[src/rtl/clk_char_monitor_if.sv]
// Bundle of the clk_char_monitor control, stimulus and result signals.
//
// Optional macro: CLKMON_CHECK_EN adds exp_period/tol/in_spec.
//
// Signals (direction as seen by the monitor, i.e. the slave modport):
//   start      in   1-cycle pulse, begin one measurement
//   sig_in     in   clock under test (async to clk)
//   ref_in     in   phase reference (async to clk)
//   busy       out  measurement in progress
//   done       out  1-cycle pulse, results updated
//   timeout    out  last measurement aborted by counter saturation
//   ton_cnt    out  high-time cycles
//   toff_cnt   out  low-time cycles
//   period_cnt out  ton_cnt + toff_cnt (one bit wider)
//   phase_cnt  out  ref rise -> sig rise cycles
//   exp_period in   expected period              [CLKMON_CHECK_EN]
//   tol        in   allowed |period-exp_period|  [CLKMON_CHECK_EN]
//   in_spec    out  period within tolerance      [CLKMON_CHECK_EN]
interface clk_char_monitor_if #(
    parameter int unsigned CNT_W = 16
);
    logic             start;
    logic             sig_in;
    logic             ref_in;
    logic             busy;
    logic             done;
    logic             timeout;
    logic [CNT_W-1:0] ton_cnt;
    logic [CNT_W-1:0] toff_cnt;
    logic [CNT_W:0]   period_cnt;
    logic [CNT_W-1:0] phase_cnt;
`ifdef CLKMON_CHECK_EN
    logic [CNT_W:0]   exp_period;
    logic [CNT_W-1:0] tol;
    logic             in_spec;

    modport master (
        output start, sig_in, ref_in, exp_period, tol,
        input  busy, done, timeout, ton_cnt, toff_cnt, period_cnt, phase_cnt, in_spec
    );
    modport slave (
        input  start, sig_in, ref_in, exp_period, tol,
        output busy, done, timeout, ton_cnt, toff_cnt, period_cnt, phase_cnt, in_spec
    );
`else
    modport master (
        output start, sig_in, ref_in,
        input  busy, done, timeout, ton_cnt, toff_cnt, period_cnt, phase_cnt
    );
    modport slave (
        input  start, sig_in, ref_in,
        output busy, done, timeout, ton_cnt, toff_cnt, period_cnt, phase_cnt
    );
`endif
endinterface

[src/rtl/clk_char_monitor.sv]
// clk_char_monitor: measures high time, low time, period and phase offset (versus a
// reference rising edge) of an asynchronous clock-like input, in cycles of clk.
//
// Optional macro: CLKMON_CHECK_EN adds a registered period-within-tolerance flag.
//
// Ports:
//   clk    sampling clock
//   rst_n  asynchronous active-low reset
//   bus    clk_char_monitor_if.slave (start/sig_in/ref_in in, status and counts out)
//
// Parameters:
//   CNT_W        width of ton/toff/phase counters; period is CNT_W+1 bits
//   SYNC_STAGES  synchroniser depth on sig_in and ref_in (minimum 2)
module clk_char_monitor #(
    parameter int unsigned CNT_W       = 16,
    parameter int unsigned SYNC_STAGES = 2
) (
    input logic               clk,
    input logic               rst_n,
    clk_char_monitor_if.slave bus
);
    localparam logic [CNT_W-1:0] CntMax = '1;

    typedef enum logic [2:0] {
        StIdle,
        StWaitRef,
        StWaitRise,
        StMeasHigh,
        StMeasLow,
        StDone
    } state_e;

    // Identical chains on both inputs so synchroniser latency cancels in every count.
    logic [SYNC_STAGES-1:0] sig_sync_q, ref_sync_q;
    logic                   sig_prev_q, ref_prev_q;

    always_ff @(posedge clk or negedge rst_n) begin
        if (!rst_n) begin
            sig_sync_q <= '0;
            ref_sync_q <= '0;
            sig_prev_q <= 1'b0;
            ref_prev_q <= 1'b0;
        end else begin
            sig_sync_q <= {sig_sync_q[SYNC_STAGES-2:0], bus.sig_in};
            ref_sync_q <= {ref_sync_q[SYNC_STAGES-2:0], bus.ref_in};
            sig_prev_q <= sig_sync_q[SYNC_STAGES-1];
            ref_prev_q <= ref_sync_q[SYNC_STAGES-1];
        end
    end

    logic sig_rise, sig_fall, ref_rise;
    assign sig_rise = sig_sync_q[SYNC_STAGES-1] & ~sig_prev_q;
    assign sig_fall = ~sig_sync_q[SYNC_STAGES-1] & sig_prev_q;
    assign ref_rise = ref_sync_q[SYNC_STAGES-1] & ~ref_prev_q;

    state_e           state_q, state_d;
    logic [CNT_W-1:0] wait_q, wait_d;
    logic [CNT_W-1:0] phase_q, phase_d;
    logic [CNT_W-1:0] ton_q, ton_d;
    logic [CNT_W-1:0] toff_q, toff_d;
    logic             finish;    // enter StDone on the next edge
    logic             sat;       // finishing because a counter saturated
    logic [CNT_W:0]   period_d;

    logic             busy_q, done_q, timeout_q;
    logic [CNT_W-1:0] ton_cnt_q, toff_cnt_q, phase_cnt_q;
    logic [CNT_W:0]   period_cnt_q;

    always_comb begin
        state_d = state_q;
        wait_d  = wait_q;
        phase_d = phase_q;
        ton_d   = ton_q;
        toff_d  = toff_q;
        finish  = 1'b0;
        sat     = 1'b0;
        unique case (state_q)
            StIdle: begin
                if (bus.start) begin
                    state_d = StWaitRef;
                    wait_d  = '0;
                    phase_d = '0;
                    ton_d   = '0;
                    toff_d  = '0;
                end
            end
            StWaitRef: begin
                if (ref_rise) begin
                    phase_d = '0;
                    // Coincident edges: zero phase, and this cycle is the first high cycle.
                    if (sig_rise) begin
                        ton_d   = CNT_W'(1);
                        state_d = StMeasHigh;
                    end else begin
                        state_d = StWaitRise;
                    end
                end else begin
                    wait_d = wait_q + 1'b1;
                    if (wait_d == CntMax) begin
                        finish = 1'b1;
                        sat    = 1'b1;
                    end
                end
            end
            StWaitRise: begin
                phase_d = phase_q + 1'b1;
                if (phase_d == CntMax) begin
                    finish = 1'b1;
                    sat    = 1'b1;
                end else if (sig_rise) begin
                    ton_d   = CNT_W'(1);
                    state_d = StMeasHigh;
                end
            end
            StMeasHigh: begin
                if (sig_fall) begin
                    toff_d  = CNT_W'(1);
                    state_d = StMeasLow;
                end else begin
                    ton_d = ton_q + 1'b1;
                    if (ton_d == CntMax) begin
                        finish = 1'b1;
                        sat    = 1'b1;
                    end
                end
            end
            StMeasLow: begin
                if (sig_rise) begin
                    finish = 1'b1;
                end else begin
                    toff_d = toff_q + 1'b1;
                    if (toff_d == CntMax) begin
                        finish = 1'b1;
                        sat    = 1'b1;
                    end
                end
            end
            StDone:  state_d = StIdle;
            default: state_d = StIdle;
        endcase
        if (finish) begin
            state_d = StDone;
        end
    end

    assign period_d = {1'b0, ton_d} + {1'b0, toff_d};

`ifdef CLKMON_CHECK_EN
    logic           in_spec_q;
    logic [CNT_W:0] diff;
    logic           within;

    always_comb begin
        diff   = (period_d >= bus.exp_period) ? (period_d - bus.exp_period)
                                              : (bus.exp_period - period_d);
        within = (diff <= {1'b0, bus.tol});
    end
`endif

    // Results are loaded on the edge that enters StDone, so done and the new counts
    // appear together for exactly the StDone cycle.
    always_ff @(posedge clk or negedge rst_n) begin
        if (!rst_n) begin
            state_q      <= StIdle;
            wait_q       <= '0;
            phase_q      <= '0;
            ton_q        <= '0;
            toff_q       <= '0;
            busy_q       <= 1'b0;
            done_q       <= 1'b0;
            timeout_q    <= 1'b0;
            ton_cnt_q    <= '0;
            toff_cnt_q   <= '0;
            period_cnt_q <= '0;
            phase_cnt_q  <= '0;
`ifdef CLKMON_CHECK_EN
            in_spec_q    <= 1'b0;
`endif
        end else begin
            state_q <= state_d;
            wait_q  <= wait_d;
            phase_q <= phase_d;
            ton_q   <= ton_d;
            toff_q  <= toff_d;
            done_q  <= finish;
            if (state_q == StIdle && bus.start) begin
                busy_q    <= 1'b1;
                timeout_q <= 1'b0;
`ifdef CLKMON_CHECK_EN
                in_spec_q <= 1'b0;
`endif
            end
            if (finish) begin
                busy_q       <= 1'b0;
                timeout_q    <= sat;
                ton_cnt_q    <= ton_d;
                toff_cnt_q   <= toff_d;
                period_cnt_q <= period_d;
                phase_cnt_q  <= phase_d;
`ifdef CLKMON_CHECK_EN
                in_spec_q    <= ~sat & within;
`endif
            end
        end
    end

    assign bus.busy       = busy_q;
    assign bus.done       = done_q;
    assign bus.timeout    = timeout_q;
    assign bus.ton_cnt    = ton_cnt_q;
    assign bus.toff_cnt   = toff_cnt_q;
    assign bus.period_cnt = period_cnt_q;
    assign bus.phase_cnt  = phase_cnt_q;
`ifdef CLKMON_CHECK_EN
    assign bus.in_spec    = in_spec_q;
`endif

endmodule
[src/flat_wrapper.sv]
// flat-port wrapper written by rule: the top's interface ports become plain ports
module clk_char_monitor_flat 
#(
    parameter int unsigned CNT_W       = 16,
    parameter int unsigned SYNC_STAGES = 2
)
  (clk, rst_n, bus_start, bus_sig_in, bus_ref_in, bus_busy, bus_done, bus_timeout, bus_ton_cnt, bus_toff_cnt, bus_period_cnt, bus_phase_cnt);
  clk_char_monitor_if #(.CNT_W(CNT_W)) bus_i ();
  input logic clk;
  input logic rst_n;
  input wire logic [$bits(bus_i.start)-1:0] bus_start;
  input wire logic [$bits(bus_i.sig_in)-1:0] bus_sig_in;
  input wire logic [$bits(bus_i.ref_in)-1:0] bus_ref_in;
  output wire logic [$bits(bus_i.busy)-1:0] bus_busy;
  output wire logic [$bits(bus_i.done)-1:0] bus_done;
  output wire logic [$bits(bus_i.timeout)-1:0] bus_timeout;
  output wire logic [$bits(bus_i.ton_cnt)-1:0] bus_ton_cnt;
  output wire logic [$bits(bus_i.toff_cnt)-1:0] bus_toff_cnt;
  output wire logic [$bits(bus_i.period_cnt)-1:0] bus_period_cnt;
  output wire logic [$bits(bus_i.phase_cnt)-1:0] bus_phase_cnt;
  assign bus_i.start = bus_start;
  assign bus_i.sig_in = bus_sig_in;
  assign bus_i.ref_in = bus_ref_in;
  assign bus_busy = bus_i.busy;
  assign bus_done = bus_i.done;
  assign bus_timeout = bus_i.timeout;
  assign bus_ton_cnt = bus_i.ton_cnt;
  assign bus_toff_cnt = bus_i.toff_cnt;
  assign bus_period_cnt = bus_i.period_cnt;
  assign bus_phase_cnt = bus_i.phase_cnt;
  clk_char_monitor #(.CNT_W(CNT_W), .SYNC_STAGES(SYNC_STAGES)) u_core (.clk(clk), .rst_n(rst_n), .bus(bus_i));
endmodule
[config.mk]
export PLATFORM = sky130hd
export DESIGN_NAME = clk_char_monitor_flat
export DESIGN_NICKNAME = d
export VERILOG_FILES = /design/src/rtl/clk_char_monitor_if.sv /design/src/rtl/clk_char_monitor.sv /design/src/flat_wrapper.sv
export SDC_FILE = /design/constraint.sdc
export NUM_CORES = 1
export LEC_CHECK = 0
export CAP_MARGIN = 20
export CORE_ASPECT_RATIO = 1.5
export CORE_MARGIN = 4
export CORE_UTILIZATION = 53
export DETAILED_ROUTE_END_ITERATION = 12
export GPL_TIMING_DRIVEN = 1
export PLACE_DENSITY = 0.75
export SLEW_MARGIN = 5
export SYNTH_ARGS = -nofsm -noshare
export SYNTH_HDL_FRONTEND = slang
export SYNTH_SLANG_ARGS = --single-unit
[constraint.sdc]
create_clock -name clk -period 5.13 [get_ports clk]
set_clock_uncertainty 0.05 [all_clocks]
set_input_delay 1.026 -clock clk [delete_from_list [all_inputs] [get_ports clk]]
set_output_delay 1.026 -clock clk [all_outputs]
set_load 0.01 [all_outputs]
Yosys cells after proc, flatten, opt, wreduce, memory -nomap -nowiden:

Cells that the tools add are included.

* bits in registers: 141
* logic and storage cells: 87
* output and inout port bits: 68
* input bits: 5

* muxes and demuxes: 38
* reduce and logical (&&, ||, !) cells: 6
* $add $sub $neg: 5
* eq/ne operators: 16
* bitwise gates (word level): 6

Operator list (number)
* 16-bit 2-to-1 mux: 12
* 16-bit one-hot mux with 3 select lines: 2
* 16-bit by 1-bit adder with 16-bit output (second input constant): 4
* 16-bit equality test (second input constant): 4
* 16-bit one-hot mux with 4 select lines: 1
* 16-bit one-hot mux with 2 select lines: 1
* 3-bit 2-to-1 mux: 6
* 16-bit by 16-bit adder with 17-bit output: 1
* 3-bit one-hot mux with 5 select lines: 1
* 1-bit 2-to-1 mux: 13
* 3-bit by 1-bit != test with 1-bit output (second input constant): 3
* 1-bit one-hot mux with 4 select lines: 2
* 3-bit by 2-bit equality test with 1-bit output (second input constant): 2
* 3-bit by 2-bit != test with 1-bit output (second input constant): 2
* 6-bit AND reduction: 1
* 2-bit != test (second input constant): 2
* 2-bit nonzero test: 2
* 1-bit AND: 3
* 3-bit by 1-bit equality test with 1-bit output (second input constant): 1
* 3-bit equality test (second input constant): 1
* 3-bit zero test: 1
* 1-bit NOT: 3
* 3-bit AND reduction: 1
* 2-bit by 1-bit != test with 1-bit output (second input constant): 1
* 1-bit logical AND: 1

Depth between registers and ports, before layout:

Gate-level depths: netlist of the first run.

* word-level depth: 7
* depth in mapped cells: 21
* gate-level depth less buffers: 18

Least setup slack after synthesis of the first run:

OpenSTA, ideal clock, no wires.

* kind: reg-to-reg
* start: register u_core.phase_q[0]
* end: register u_core.period_cnt_q[15], in the netlist u_core.bus.period_cnt[15]
* buffers on the path: 4
* cell stages (with the launch flop): 22
* period minus slack after synthesis: 4.724 ns
* data arrival time: 4.549 ns
* setup slack: 0.406 ns
* library setup time: 0.125 ns
* data required time: 4.955 ns
* path through: dfrtp_1 ha_1 clkbuf_2 and4_1 buf_2 nand4_1 xor2_1 or4_1 nor4_2 or3_1 buf_2 buf_6 o2bb2ai_1 ha_1 a211oi_1 o211ai_1 and3_1 o41a_1 a211oi_1 a21oi_1 xor2_1 mux2_4

* cells in the longest elaborated chain, start to end: 5
* elaborated cells on any way between the ends: 7
* classes of those cells: add/sub (2); eq/ne (1); mux (4)

RTL lines
* from (decl): RTL line clk_char_monitor.sv:58 `logic [CNT_W-1:0] phase_q, phase_d;`
* from (signal assigned): RTL line clk_char_monitor.sv:182 `phase_q <= phase_d;`
* 16-bit by 1-bit adder with 16-bit output: RTL line clk_char_monitor.sv:106 `phase_d = phase_q + 1'b1;`
* 16-bit equality test: RTL line clk_char_monitor.sv:107 `if (phase_d == CntMax) begin`
* 16-bit 2-to-1 mux: RTL line clk_char_monitor.sv:107
* 16-bit one-hot mux with 4 select lines: RTL line clk_char_monitor.sv:77 `unique case (state_q)`
* via u_core.ton_d[1]: RTL line clk_char_monitor.sv:59 `logic [CNT_W-1:0] ton_q, ton_d;`
* 16-bit by 16-bit adder with 17-bit output: RTL line clk_char_monitor.sv:146 `assign period_d = {1'b0, ton_d} + {1'b0, toff_d};`
* to (signal assigned): RTL line clk_char_monitor.sv:198 `period_cnt_q <= period_d;`
* to (decl): RTL line clk_char_monitor.sv:67 `logic [CNT_W:0] period_cnt_q;`

The timed path passes the listed nets, and every way through them passes these cells.
A chain may end at the register's enable or synchronous reset.

Final worst setup path of the first run:

* start: register u_core.phase_q[1]
* end: register u_core.period_cnt_q[15], in the netlist u_core.bus.period_cnt[15]

The elaborated chain is that of the path after synthesis.

==> results of run 1 <==
-- timing repair --
action                                  4_1_cts  5_1_grt
endpoints found under the setup margin        0        3
gates resized for setup                       0        4
endpoints found under the hold margin         0        0
-- sequential cells by signal, summed over array words and instances, names as in the netlist, 16 cells and up --
signal,flops
u_core.bus.period_cnt,17
u_core.bus.phase_cnt,16
u_core.bus.toff_cnt,16
u_core.bus.ton_cnt,16
u_core.phase_q,16
u_core.toff_q,16
u_core.ton_q,16
u_core.wait_q,16
-- path summary, 6_finish.rpt --
kind	start	to	slack (ps)	depth (start not counted)
max in group asynchronous	rst_n	u_core.phase_q[6]$_DFF_PN0_	3280	2
hold reg to reg	u_core.ref_sync_q[0]$_DFF_PN0_	u_core.ref_sync_q[1]$_DFF_PN0_	300	0
setup / recovery	u_core.phase_q[1]$_DFF_PN0_	u_core.bus.period_cnt[15]$_DFFE_PN0P_	290	17
hold / removal	u_core.ref_sync_q[0]$_DFF_PN0_	u_core.ref_sync_q[1]$_DFF_PN0_	300	0
min in group asynchronous	rst_n	u_core.wait_q[8]$_DFFE_PN0P_	680	1
setup reg to reg	u_core.phase_q[1]$_DFF_PN0_	u_core.bus.period_cnt[15]$_DFFE_PN0P_	290	17
-- synth_stat cells (5+ instances only) --
master	number	share of area (%)
mux2_4	27	5.2
nand4_1	21	1.7
and3_1	14	1.1
nand2_1	65	3.1
nor3_1	22	1.4
xnor2_1	16	1.8
nand2b_1	10	0.81
dfrtp_1	141	45
ha_1	24	3.9
buf_6	5	0.73
a21o_1	6	0.58
nor2b_1	8	0.64
o21ai_0	93	6.0
clkbuf_1	24	1.2
nor4_1	6	0.48
inv_1	11	0.53
a211o_1	6	0.68
nand3_1	33	2.1
o31ai_1	6	0.58
o211ai_1	6	0.58
buf_2	9	0.58
xor2_1	17	1.9
and4_1	5	0.56
a31oi_1	14	1.1
and2_1	5	0.40
mux2_2	38	5.5
nor2_1	51	2.5
a21oi_1	31	2.0
-- layer usage --
| metal | vias to the layer above | routed length (microns) | global-route usage (%) |
|---|---|---|---|
| met5 | - | 0 | 0 |
| met2 | 221 | 10100 | 43.8 |
| met4 | 0 | 693 | 11.0 |
| li1 | 2962 | - | - |
| met3 | 51 | 907 | 5.32 |
| met1 | 3166 | 7720 | 28.1 |
-- power by group through the flow --
stage,Clock (mW),Sequential (mW),Combinational (mW)
final,1.28,1.50,1.22
after global routing,1.35,1.54,1.34
after CTS,1.30,1.51,1.22
after detailed placement,0,1.52,1.21
after global placement,0,1.51,1.19
after floorplan,0,1.53,0.641
-- logic make-up (layout without fill, tap and decap cells) --
logic type / after synthesis / count (layout) / synth area share [%]
buf+inv: 51 / 132 / 3.16
fa+ha+maj: 25 / 25 / 4.13
xor+xnor: 33 / 33 / 3.72
flops: 141 / 141 / 45.4
simple gates: 265 / 265 / 17.7
mux: 66 / 66 / 10.9
compound gates: 193 / 193 / 15.0
-- placed cells by master (no fill, tap or decap), drive strengths merged, types with 6 or more instances in the layout --
cell,count
dfrtp,141
o21ai,93
clkdlybuf4s50,71
nand2,66
mux2,65
nor2,51
nand3,34
a21oi,32
ha,24
nor3,23
nand4,21
clkbuf,19
buf,18
xor2,17
xnor2,16
and3,14
a31oi,14
inv,12
nand2b,10
nor2b,8
nor4,8
a21o,6
a211o,6
o31ai,6
o211ai,6
and4,6
-- area by class of cell --
class                   count  area [sq um]
well taps                 192           240
fillers                  1119          4890
inverters                  11          41.3
clock inverters            13           165
flip-flops and latches    141          3530
repair buffers             89           860
clock buffers              19           453
multi-input cells         582          4010
-- per-stage QoR --
step,cells,hold WS [ps],util [%],area [sq um],setup slack (ps)
final,1047,305,65.5,9300,291
after global routing,1047,310,65.5,9300,24.6
after CTS,1046,307,65.4,9280,113
after detailed placement,1014,294,61.0,8660,99.4
after global placement,1014,287,61.0,8660,198
after floorplan,774,281,-,7760,406
-- worst reg2reg max path: stages, from the launching register on --
cell and delay (ps):
dfrtp_1 430, ha_2 280, and4_2 310, nand4_1 150, xor2_1 190, or4_1 580, nor4_2 220, or3_1 240
o2bb2ai_1 170, ha_1 280, a211oi_1 350, o211ai_1 170, and3_1 200, o41a_1 350, a211oi_2 250, a21oi_1 110
xor2_1 150, mux2_4 270
==> flow_metrics.env, run 1 <==
export IMPL_ant_nets=0
export IMPL_arrival_ps=5100
export IMPL_drv_cap=0
export IMPL_finalNetCount=872
export IMPL_root_buffer="clkbuf_16"
export IMPL_setup_viol=0
export IMPL_fin_crit_ps=4840
export IMPL_crit_fanout=7
export IMPL_path_cells="ha_2 > and4_2 > nand4_1 > xor2_1 > or4_1 > nor4_2 > or3_1 > o2bb2ai_1 > ha_1 > a211oi_1 > o211ai_1 > and3_1 > o41a_1 > a211oi_2 > a21oi_1 > xor2_1 > mux2_4"
export IMPL_die_width_microns=107
export IMPL_cts_max_level=4
export IMPL_totalPowerFinal_mw=4.01
export IMPL_layout_drive_gt1_share_pct=15.8
export IMPL_status="completed"
export IMPL_cts_buffers_inserted=17
export IMPL_hold_viol_final=0
export IMPL_antenna_found_initial=0
export IMPL_overflow=0
export IMPL_critical_path_top_delay_family="simple AND/OR/NAND/NOR gates"
export IMPL_pwr_share_seq_pct=37.6
export IMPL_p_sw_mw=1.28
export IMPL_setup_tns_ps=0
export IMPL_switching_share_pct=31.9
export IMPL_avgSynthCellArea_sq_um=10.0
export IMPL_crit_slowest_cell="or4_1"
export IMPL_synth_area_sq_mm=0.00776
export IMPL_clkLatencyLatePin_ps=430
export IMPL_area_growth_pct=19.8
export IMPL_slowest_delay_ps=580
export IMPL_path_class="register to register"
export IMPL_fin_crit_sh_pct=94.3
export IMPL_drt_iter0_markers=527
export IMPL_synth_seq_area_share_pct=45.4
export IMPL_vias_per_cell=6.11
export IMPL_portBuffers=72
export IMPL_clockBufferDepth=2
export IMPL_p_per_area_mw_per_mm2=431
export IMPL_cts_sinks=141
export IMPL_synth_seq_cells=141
export IMPL_dpl_hpwl_microns=13600
export IMPL_synthCells=774
export IMPL_diodes=0
export IMPL_cts_hold_buf=0
export IMPL_synth_ff_type="dfrtp_1"
export IMPL_async_reset_ff_share_pct=100
export IMPL_boundaryPins=73
export IMPL_ys_warn_count=0
export IMPL_intPower_mw=2.73
export IMPL_p_clk_share_pct=31.9
export IMPL_placeableCoreArea_sq_mm=0.0142
export IMPL_drc=0
export IMPL_drt_wl_total_microns=19400
export IMPL_grt_pass1_vias=6432
export IMPL_yosysUniqueCellTypes=67
export IMPL_cts_setup_buffers=0
export IMPL_crit_buf_inv=0
export IMPL_wl_per_cell_microns=18.6
export IMPL_p_leak_nw=4.08
export IMPL_critPathCaptureType="register"
export IMPL_start_kind="register"
export IMPL_peakVddDrop_v=0.000257
export IMPL_num_vias=6400
export IMPL_rows=53
export IMPL_synth_enable_flop_cells=0
export IMPL_critPathRequiredTime_ps=5390
export IMPL_slew_violations=0
export IMPL_hold_class="register to register"
export IMPL_crit_top_cell="xor2_1"
export IMPL_cts_tree="yes"
export IMPL_p_comb_share_pct=30.5
export IMPL_die_height_microns=156
export IMPL_max_slew_margin_pct=32.5
export IMPL_fmaxAchievable_mhz=207
export IMPL_worst_pin_slew_ps=999
export IMPL_grt_max_degree=106
export IMPL_dr_pass1_iters=5
export IMPL_grt_pass1_wl_microns=32400
export IMPL_grt_use_total_pct=24.6
export IMPL_die_area_sq_mm=0.0167
export IMPL_synth_nets=804
export IMPL_grt_setup_unrepaired="false"
export IMPL_place_gp_congestion=0.877
export IMPL_clk_pin_slew_ps=60
export IMPL_initial_core_util_pct=54.7
Note: power is estimated with default switching activity, not from simulation.
==> inputs of run 2 (changes only) <==
Settings changed: CAP_MARGIN 20 to unset, GPL_TIMING_DRIVEN 1 to 0.
==> flow_metrics.env, run 2 (synthesis gave the netlist of run 1 again) <==
export IMPL_status="completed"
export IMPL_fmaxAchievable_mhz=202
export IMPL_critical_path_top_delay_family="simple AND/OR/NAND/NOR gates"
export IMPL_grt_pass1_wl_microns=34300
export IMPL_totalPowerFinal_mw=4.20
export IMPL_dr_pass1_iters=5
export IMPL_cts_sinks=141
export IMPL_overflow=0
export IMPL_num_vias=6571
export IMPL_cts_buffers_inserted=17
export IMPL_rr_startpoint="u_core.phase_q[0]$_DFF_PN0_"
export IMPL_area_growth_pct=23.4
export IMPL_root_buffer="clkbuf_16"
export IMPL_critPathCaptureType="register"
export IMPL_hold_viol_final=0
export IMPL_dpl_hpwl_microns=14600
export IMPL_finalNetCount=904
export IMPL_ant_nets=0
export IMPL_r2r_cells=21
export IMPL_initial_core_util_pct=54.7
export IMPL_fillCellCount=1135
export IMPL_clockBufferDepth=2
export IMPL_rows=53
export IMPL_gr_usage_met2_pct=45.1
export IMPL_crit_buf_inv=4
export IMPL_die_height_microns=156
export IMPL_crit_slowest_cell="or4_4"
export IMPL_grt_use_total_pct=25.6
export IMPL_met3_usage_pct=5.24
export IMPL_p_leak_nw=4.20
export IMPL_setup_tns_ps=0
export IMPL_path_cells="ha_1 > buf_4 > and4_1 > clkbuf_4 > nand4_1 > xor2_1 > or4_4 > nor4_4 > or3_1 > buf_4 > buf_8 > o2bb2ai_4 > ha_4 > a211oi_4 > o211ai_1 > and3_4 > o41a_1 > a211oi_2 > a21oi_2 > xor2_1 > mux2_4"
export IMPL_largest_register_ffs=17
export IMPL_endpoint="u_core.bus.period_cnt[15]$_DFFE_PN0P_"
export IMPL_fin_crit_sh_pct=96.4
export IMPL_arrival_ps=5190
export IMPL_layout_drive_gt1_share_pct=17.1
export IMPL_drt_iter0_markers=434
export IMPL_grt_most_used_layer="met2"
export IMPL_max_slew_margin_pct=26.5
export IMPL_worst_pin_slew_ps=1090
export IMPL_p_per_area_mw_per_mm2=439
export IMPL_reg2reg_to="u_core.bus.period_cnt[15]$_DFFE_PN0P_"
export IMPL_startpoint="u_core.phase_q[0]$_DFF_PN0_"
export IMPL_portBuffers=72
export IMPL_clk_pin_slew_ps=60
export IMPL_antenna_found_initial=0
export IMPL_boundaryPins=73
export IMPL_final_cell_mix="dfrtp_1 (140), o21ai_0 (91), clkdlybuf4s50_1 (71), nand2_1 (65), nor2_1 (51)"
export IMPL_r2r_setup_slack_ps=190
export IMPL_place_gp_congestion=0.942
export IMPL_multi_input_area_sq_mm=0.00409
export IMPL_peakVddDrop_v=0.000253
export IMPL_die_width_microns=107
export IMPL_slew_violations=0
export IMPL_crit_fanout=7
export IMPL_drt_wl_total_microns=20400
export IMPL_cts_max_level=4
export IMPL_slowest_delay_ps=560
export IMPL_vias_per_cell=6.09
export IMPL_clkLatencyLatePin_ps=420
export IMPL_hold_depth=0
export IMPL_hold_class="register to register"
export IMPL_met1_usage_pct=30.0
export IMPL_placeableCoreArea_sq_mm=0.0142
export IMPL_diodes=0
export IMPL_fin_util_pct=67.5
export IMPL_cp_depth=21
export IMPL_ff_latch_area_sq_mm=0.00353
export IMPL_path_class="register to register"
export IMPL_wl_per_cell_microns=18.9
export IMPL_cts_tree="yes"
export IMPL_final_common_cell="dfrtp_1"
export IMPL_drv_cap=0
export IMPL_die_area_sq_mm=0.0167
export IMPL_grt_pass1_vias=6859
export IMPL_drc=0
export IMPL_grt_max_degree=73
export IMPL_fin_crit_ps=4940
export IMPL_critPathRequiredTime_ps=5380
export IMPL_setup_viol=0
export IMPL_start_kind="register"
[run 2: cell count changes in the layout (fill, tap and decap cells not counted), moves of 3 or more]
cell,change
clkinvlp_4,-3
clkbuf_1,+23
buf_6,+4
buf_4,-4
buf_2,+6
[run 2: through the flow]
step	instances	hold WS, ps	cell area (sq um)	setup WS, ps
finish	1079	293	9590	187
detailed placement	1039	287	8750	-486
floorplan	774	281	7760	406
global route	1079	299	9590	-83.4
global placement	1038	290	8730	-2480
CTS	1073	292	9470	3.14
[run 2: what timing repair did]
item / in CTS / in global routing
gates resized for setup: 8 / 20
buffers inserted: 2 / 6
pin swaps: 2 / 7
endpoints found under the hold margin: 0 / 0
hold buffers: 0 / 0
endpoints found under the setup margin: 4 / 6
[run 2: worst reg2reg max path, delay by kind of cell (launching register included)]
| family | cells | cell delay [ps] |
|---|---|---|
| compound gates | 6 | 1260 |
| flops | 1 | 400 |
| fa+ha+maj | 2 | 410 |
| buf+inv | 4 | 600 |
| simple gates | 6 | 1490 |
| xor+xnor | 2 | 330 |
| mux | 1 | 270 |
[run 2: worst min-delay path by stage]
stage,from,to
detailed placement,u_core.ref_sync_q[0]$_DFF_PN0_,u_core.ref_sync_q[1]$_DFF_PN0_
global placement,u_core.ref_sync_q[0]$_DFF_PN0_,u_core.ref_sync_q[1]$_DFF_PN0_
finish,u_core.sig_sync_q[0]$_DFF_PN0_,u_core.sig_sync_q[1]$_DFF_PN0_
CTS,u_core.sig_sync_q[0]$_DFF_PN0_,u_core.sig_sync_q[1]$_DFF_PN0_
floorplan,u_core.ref_sync_q[0]$_DFF_PN0_,u_core.ref_sync_q[1]$_DFF_PN0_
global route,u_core.sig_sync_q[0]$_DFF_PN0_,u_core.sig_sync_q[1]$_DFF_PN0_
[run 2: report_power, final]
group,total (mW),switching (mW),internal (mW)
sequential,1.47,0.151,1.31
combinational,1.37,0.696,0.671
clock,1.37,0.495,0.878
total,4.20,1.34,2.86
[run 2: metal layers]
| layer | part of all wire (%) | vias up |
|---|---|---|
| met3 | 5.3 | 62 |
| met4 | 3.8 | 0 |
| met5 | 0 | - |
| met2 | 52 | 258 |
| li1 | - | 3036 |
| met1 | 39 | 3215 |
[run 2: area by class of cell]
class                           instances  share of cell area (%)
Clock inverter                         14                    2.26
Timing Repair Buffer                   81                    8.45
Sequential cell                       141                    36.8
Inverter                               11                   0.431
Clock buffer                           18                    4.58
Tap cell                              192                    2.51
Multi-Input combinational cell        582                    42.7
Buffer                                 40                    2.26
